==> src/rtl/jk_bank_arbiter_if.sv <==
// Requester-side bundle for the JK bank arbiter: per-requester
// command lanes in, one-hot ack and the bank contents out.
interface jk_bank_arbiter_if #(
    parameter int WIDTH = 8,
    parameter int NREQ  = 4,
    parameter int IDXW  = (WIDTH > 1) ? $clog2(WIDTH) : 1
);
    logic [NREQ-1:0]      req;
    logic [2*NREQ-1:0]    cmd;
    logic [IDXW*NREQ-1:0] idx;
    logic [NREQ-1:0]      ack;
    logic                 err;
    logic                 busy;
    logic [WIDTH-1:0]     q;

    modport master (
        output req, cmd, idx,
        input  ack, err, busy, q
    );

    modport slave (
        input  req, cmd, idx,
        output ack, err, busy, q
    );
endinterface

==> src/rtl/jk_bank_arbiter.sv <==
// Round-robin arbiter that serialises JK commands from several
// requesters onto one shared bank of JK flip-flops.
module jk_bank_arbiter #(
    parameter int WIDTH = 8,
    parameter int NREQ  = 4,
    parameter int IDXW  = (WIDTH > 1) ? $clog2(WIDTH) : 1
) (
    input  logic             clk,
    input  logic             reset,
    jk_bank_arbiter_if.slave bus
);
    localparam int GW = (NREQ > 1) ? $clog2(NREQ) : 1;

    typedef enum logic {IDLE, EXEC} state_t;

    state_t           state, state_next;
    logic [GW-1:0]    rr_ptr, rr_next;
    logic [GW-1:0]    grant, grant_next;
    logic [GW-1:0]    win;
    logic             found;
    int               pos;
    logic [1:0]       cmd_l, cmd_next, sel_cmd;
    logic [IDXW-1:0]  idx_l, idx_next, sel_idx;
    logic             sel_ok, lat_ok;
    logic [NREQ-1:0]  ack_r, ack_next;
    logic             err_r, err_next;
    logic             busy_r, busy_next;
    logic [WIDTH-1:0] q_r, q_next;

    // First pending request at or after rr_ptr, wrapping modulo NREQ.
    always_comb begin
        found = 1'b0;
        win   = '0;
        pos   = 0;
        for (int k = 0; k < NREQ; k++) begin
            pos = int'(rr_ptr) + k;
            if (pos >= NREQ) pos = pos - NREQ;
            if (!found && bus.req[pos]) begin
                found = 1'b1;
                win   = GW'(pos);
            end
        end
    end

    assign sel_cmd = bus.cmd[2*int'(win) +: 2];
    assign sel_idx = bus.idx[IDXW*int'(win) +: IDXW];
    assign sel_ok  = ({1'b0, sel_idx} < (IDXW+1)'(WIDTH));
    assign lat_ok  = ({1'b0, idx_l} < (IDXW+1)'(WIDTH));

    always_comb begin
        state_next = state;
        rr_next    = rr_ptr;
        grant_next = grant;
        cmd_next   = cmd_l;
        idx_next   = idx_l;
        ack_next   = ack_r;
        err_next   = err_r;
        busy_next  = busy_r;
        q_next     = q_r;
        unique case (state)
            IDLE: begin
                if (found) begin
                    grant_next    = win;
                    cmd_next      = sel_cmd;
                    idx_next      = sel_idx;
                    ack_next      = '0;
                    ack_next[win] = 1'b1;
                    err_next      = !sel_ok;
                    busy_next     = 1'b1;
                    state_next    = EXEC;
                end
            end
            EXEC: begin
                // Out-of-range targets are acknowledged but touch nothing.
                if (lat_ok) begin
                    unique case (cmd_l)
                        2'b01:   q_next[idx_l] = 1'b0;
                        2'b10:   q_next[idx_l] = 1'b1;
                        2'b11:   q_next[idx_l] = ~q_r[idx_l];
                        default: q_next[idx_l] = q_r[idx_l];
                    endcase
                end
                if (grant == GW'(NREQ - 1)) rr_next = '0;
                else                        rr_next = grant + GW'(1);
                ack_next   = '0;
                err_next   = 1'b0;
                busy_next  = 1'b0;
                state_next = IDLE;
            end
            default: state_next = IDLE;
        endcase
    end

    always_ff @(posedge clk or posedge reset) begin
        if (reset) begin
            state  <= IDLE;
            rr_ptr <= '0;
            grant  <= '0;
            cmd_l  <= '0;
            idx_l  <= '0;
            ack_r  <= '0;
            err_r  <= 1'b0;
            busy_r <= 1'b0;
            q_r    <= '0;
        end else begin
            state  <= state_next;
            rr_ptr <= rr_next;
            grant  <= grant_next;
            cmd_l  <= cmd_next;
            idx_l  <= idx_next;
            ack_r  <= ack_next;
            err_r  <= err_next;
            busy_r <= busy_next;
            q_r    <= q_next;
        end
    end

    assign bus.ack  = ack_r;
    assign bus.err  = err_r;
    assign bus.busy = busy_r;
    assign bus.q    = q_r;
endmodule

==> src/flat_wrapper.sv <==
// flat-port wrapper written by rule: the top's interface ports become plain ports
module jk_bank_arbiter_flat 
#(
    parameter int WIDTH = 8,
    parameter int NREQ  = 4,
    parameter int IDXW  = (WIDTH > 1) ? $clog2(WIDTH) : 1
)
  (clk, reset, bus_req, bus_cmd, bus_idx, bus_ack, bus_err, bus_busy, bus_q);
  jk_bank_arbiter_if #(.WIDTH(WIDTH), .NREQ(NREQ), .IDXW(IDXW)) bus_i ();
  input  logic clk;
  input  logic reset;
  input wire logic [$bits(bus_i.req)-1:0] bus_req;
  input wire logic [$bits(bus_i.cmd)-1:0] bus_cmd;
  input wire logic [$bits(bus_i.idx)-1:0] bus_idx;
  output wire logic [$bits(bus_i.ack)-1:0] bus_ack;
  output wire logic [$bits(bus_i.err)-1:0] bus_err;
  output wire logic [$bits(bus_i.busy)-1:0] bus_busy;
  output wire logic [$bits(bus_i.q)-1:0] bus_q;
  assign bus_i.req = bus_req;
  assign bus_i.cmd = bus_cmd;
  assign bus_i.idx = bus_idx;
  assign bus_ack = bus_i.ack;
  assign bus_err = bus_i.err;
  assign bus_busy = bus_i.busy;
  assign bus_q = bus_i.q;
  jk_bank_arbiter #(.WIDTH(WIDTH), .NREQ(NREQ), .IDXW(IDXW)) u_core (.clk(clk), .reset(reset), .bus(bus_i));
endmodule
==> config.mk <==
export PLATFORM = sky130hd
export DESIGN_NAME = jk_bank_arbiter_flat
export DESIGN_NICKNAME = d
export VERILOG_FILES = /design/src/rtl/jk_bank_arbiter_if.sv /design/src/rtl/jk_bank_arbiter.sv /design/src/flat_wrapper.sv
export SDC_FILE = /design/constraint.sdc
export NUM_CORES = 1
export LEC_CHECK = 0
export CAP_MARGIN = 15
export CORE_MARGIN = 2
export CORE_UTILIZATION = 52
export CTS_BUF_LIST = sky130_fd_sc_hd__clkbuf_8
export DETAILED_ROUTE_END_ITERATION = 8
export GPL_TIMING_DRIVEN = 0
export PLACE_DENSITY_LB_ADDON = 0.3
export SYNTH_ARGS = -nofsm -noshare
export SYNTH_HDL_FRONTEND = slang
export SYNTH_SLANG_ARGS = --single-unit
==> constraint.sdc <==
create_clock -name clk -period 3.02 [get_ports clk]
set_clock_uncertainty 0.1 [all_clocks]
set_input_delay 0.453 -clock clk [delete_from_list [all_inputs] [get_ports clk]]
set_output_delay 0.453 -clock clk [all_outputs]
set_load 0.005 [all_outputs]
==> results.sh <==
export IMPL_buffers_inserted_by_post_cts_timing_repair=0
export IMPL_io_buffer_count=38
export IMPL_synthesis_stage_register_bit_count=23
export IMPL_timing_setup_tns_ps=0
export IMPL_post_place_cells=199
export IMPL_postLayoutSetupSlackWorst_ps=648
export IMPL_synthesis_yosys_warnings=0
export IMPL_largest_family_of_logic_cells_by_synthesized_area="simple AND/OR/NAND/NOR gates"
export IMPL_synth_distinct_cells=48
export IMPL_drt_iter0_drc=11
export IMPL_worst_setup_hold_path_clk_slew_ps=80
export IMPL_clkLatencyLatePin_ps=260
export IMPL_post_synth_mux_area_share_pct=13.4
export IMPL_timing_final_hold_violations=0
export IMPL_drc=0
export IMPL_worst_setup_end_kind="flip-flop"
export IMPL_antenna_found_initial=0
export IMPL_first_pass_iters=4
export IMPL_path_max_fanout=10
export IMPL_postLayoutCellArea_sq_mm=0.00181
export IMPL_number_of_antenna_diodes=0
export IMPL_register_area_sq_um=576
export IMPL_post_cts_resize_count=0
export IMPL_synth_simple_gate_area_share_pct=20.1
export IMPL_detailed_place_area_sq_mm=0.00177
export IMPL_critPathLaunchType="input pin"
export IMPL_seq_area_frac_synth_pct=42.6
export IMPL_routed_wire_length_per_instance_microns=15.3
export IMPL_rsz0062_at_grt="false"
export IMPL_tritoncts="done"
export IMPL_depth_of_the_worst_hold_timing_path=2
export IMPL_grt_pass1_vias=1082
export IMPL_leakage_nw=0.780
export IMPL_avgSynthCellArea_sq_um=10.3
export IMPL_finalMaxSlewViolations=0
export IMPL_largest_net_degree_at_the_start_of_global_routing=24
export IMPL_p_clk_share_pct=12.1
export IMPL_worstMarginPinSlew_ps=836
export IMPL_crit_required_ps=3100
export IMPL_drtAntennaViolNets=0
export IMPL_netSwitchingPower_mw=0.589
export IMPL_outcome="finished, final reports clean"
export IMPL_ir_drop_worst_vdd_uv=541
export IMPL_syn_cell_area_sq_mm=0.00135
export IMPL_clkSinkCount=23
export IMPL_cell_row_count=18
export IMPL_pin_count=40
export IMPL_cts_inserted_buffers=3
export IMPL_cts_hold_fix_bufs=0
export IMPL_power_density_mw_per_mm2=857
export IMPL_power_frac_seq_pct=34.8
export IMPL_synth_fp_nets=158
export IMPL_area_of_the_core_region_sq_mm=0.00248
export IMPL_fillCellCount=195
export IMPL_finalCoreUtilization_pct=73.2
export IMPL_ctsHtreeMaxLevel=1
export IMPL_grt_ovfl_total=0
export IMPL_max_slew_margin_pct=44.2
export IMPL_die_area_sq_mm=0.00302
export IMPL_max_cap_violations=0
export IMPL_period_minus_slack_ps=2370
export IMPL_final_hold_slack_ps=418
export IMPL_multi_input_gate_area_sq_um=704
export IMPL_via_count=1145
export IMPL_place_ws_ps=380
export IMPL_die_h_microns=55.0
export IMPL_min_delay_path_class="flip-flop to flip-flop"
export IMPL_finalPower_mw=1.55
export IMPL_synth_adder_area_share_pct=0.927
export IMPL_fp_dieW_microns=55.0
export IMPL_hpwl_mm=2.47
export IMPL_initial_utilization_pct=54.5
export IMPL_cts_path_max_buffers=2
export IMPL_grt_first_pass_wirelength_mm=4.78
export IMPL_yosys_area_share_xor_xnor_pct=0
export IMPL_maxClockFrequency_mhz=422
export IMPL_setup_viol_count_final=0
export IMPL_synth_compound_area_share_pct=17.4
export IMPL_net_switching_fraction_of_the_power_pct=37.9
export IMPL_power_internal_mw=0.965
export IMPL_drt_total_wl_mm=3.12
export IMPL_final_layout_size_suffix_gt1_share_pct=14.5
export IMPL_stdcell_count=203
export IMPL_route_detailed_vias_per_inst=5.64
export IMPL_fin_nets=201
export IMPL_layout_area_overhead_vs_synth_pct=34.3
export IMPL_comb_power_share_pct=53.2
export IMPL_min_period_over_period_pct=78.5
export IMPL_synth_cells=131
export IMPL_gr_usage_all_layers_pct=22.2
export IMPL_crit_path_arrival_time_ps=2450
export IMPL_gp_congestion=0.747
export IMPL_clock_tree_root_cell="sky130_fd_sc_hd__clkbuf_8"
export IMPL_critical_path_class="input pin to flip-flop"
export IMPL_r2r_cells=6
-- cells by family (layout without fill, tap and decap cells) --
kind of cell | count (synthesis) | after routing
AOI/OAI and AO/OA | 32 | 32
buffers and inverters | 12 | 54
adders and majority gates | 1 | 1
DFF | 23 | 23
muxes | 17 | 17
other | 1 | 1
and+or+nand+nor | 45 | 45
-- worst max-delay path, cell delays in order --
cell                              delay [ps]
sky130_fd_sc_hd__clkdlybuf4s50_1         490
sky130_fd_sc_hd__nor4_2                  620
sky130_fd_sc_hd__or2_1                   200
sky130_fd_sc_hd__buf_6                   150
sky130_fd_sc_hd__inv_6                    50
sky130_fd_sc_hd__o211a_1                 110
sky130_fd_sc_hd__and3_1                  150
sky130_fd_sc_hd__a311oi_2                220
-- cell usage after synthesis, drive strengths merged --
cell type	number	area, sq um
a211o	4	36.3
a21o	1	8.76
a21oi	3	15.0
a22oi	1	7.51
a2bb2oi	1	8.76
a311oi	1	15.0
a31oi	1	6.26
and2b	2	15.0
and3	2	12.5
and4b	1	10.0
buf	4	35.0
clkbuf	2	7.51
conb	1	3.75
dfrtp	23	576
ha	1	12.5
inv	6	27.5
mux2	9	101
mux2i	8	80.1
nand2	8	30.0
nand2b	4	25.0
nand3	5	25.0
nand3b	1	7.51
nand4	1	6.26
nand4b	1	8.76
nor2	10	47.6
nor3	3	15.0
nor3b	2	15.0
nor4	2	33.8
o211a	1	10.0
o211ai	3	22.5
o21a	2	15.0
o21ai	9	45.0
o21bai	1	7.51
o221ai	2	17.5
o2bb2a	1	10.0
o32a	1	10.0
or2	1	6.26
or3	1	6.26
or4	1	7.51
-- cells in the final DEF, fill, tap and decap left out, types with 2 or more instances in the layout --
master	n
sky130_fd_sc_hd__a211o_1	3
sky130_fd_sc_hd__a21oi_1	3
sky130_fd_sc_hd__and2b_1	2
sky130_fd_sc_hd__and3_1	2
sky130_fd_sc_hd__buf_6	2
sky130_fd_sc_hd__clkbuf_1	2
sky130_fd_sc_hd__clkbuf_8	3
sky130_fd_sc_hd__clkdlybuf4s50_1	38
sky130_fd_sc_hd__dfrtp_1	23
sky130_fd_sc_hd__inv_1	5
sky130_fd_sc_hd__mux2_2	9
sky130_fd_sc_hd__mux2i_1	8
sky130_fd_sc_hd__nand2_1	8
sky130_fd_sc_hd__nand2b_1	4
sky130_fd_sc_hd__nand3_1	5
sky130_fd_sc_hd__nor2_1	8
sky130_fd_sc_hd__nor3_1	3
sky130_fd_sc_hd__nor3b_1	2
sky130_fd_sc_hd__o211ai_1	3
sky130_fd_sc_hd__o21a_1	2
sky130_fd_sc_hd__o21ai_0	7
sky130_fd_sc_hd__o21ai_1	2
sky130_fd_sc_hd__o221ai_1	2
-- path summary, 6_finish.rpt --
kind,start,endpoint,slack [ps]
setup / recovery,bus_req[1],u_core.idx_l[0],650
min in group asynchronous,reset,async pin,560
hold / removal,u_core.bus.busy,u_core.bus.busy,420
max in group asynchronous,reset,u_core.bus.busy,1740
hold reg to reg,u_core.bus.busy,u_core.bus.busy,420
setup reg to reg,u_core.idx_l[2],flip-flop,780
-- power groups by stage --
stage / combinational [mW] / sequential, mW / clock [mW]
final: 0.826 / 0.540 / 0.187
after global routing: 0.911 / 0.554 / 0.201
after CTS: 0.830 / 0.540 / 0.186
after detailed placement: 0.824 / 0.545 / 0
after global placement: 0.792 / 0.530 / 0
after floorplan: 0.526 / 0.526 / 0
-- per-layer routing --
metal	part of all wire, %	GRT usage [%]
met1	41	26.5
met2	55	41.7
met3	3.1	3.23
met4	0.61	4.88
met5	0	0
-- final cells by class --
cell class                 instances  area share (%)
timing repair buffer              38            21.0
clock buffer                       3            2.28
multi-input combinational         96            38.9
buffer                             6            2.35
sequential                        23            31.7
inverter                           6            1.52
clock inverter                     1           0.207
tap                               30            2.07
(Power assumes the default switching activity.)
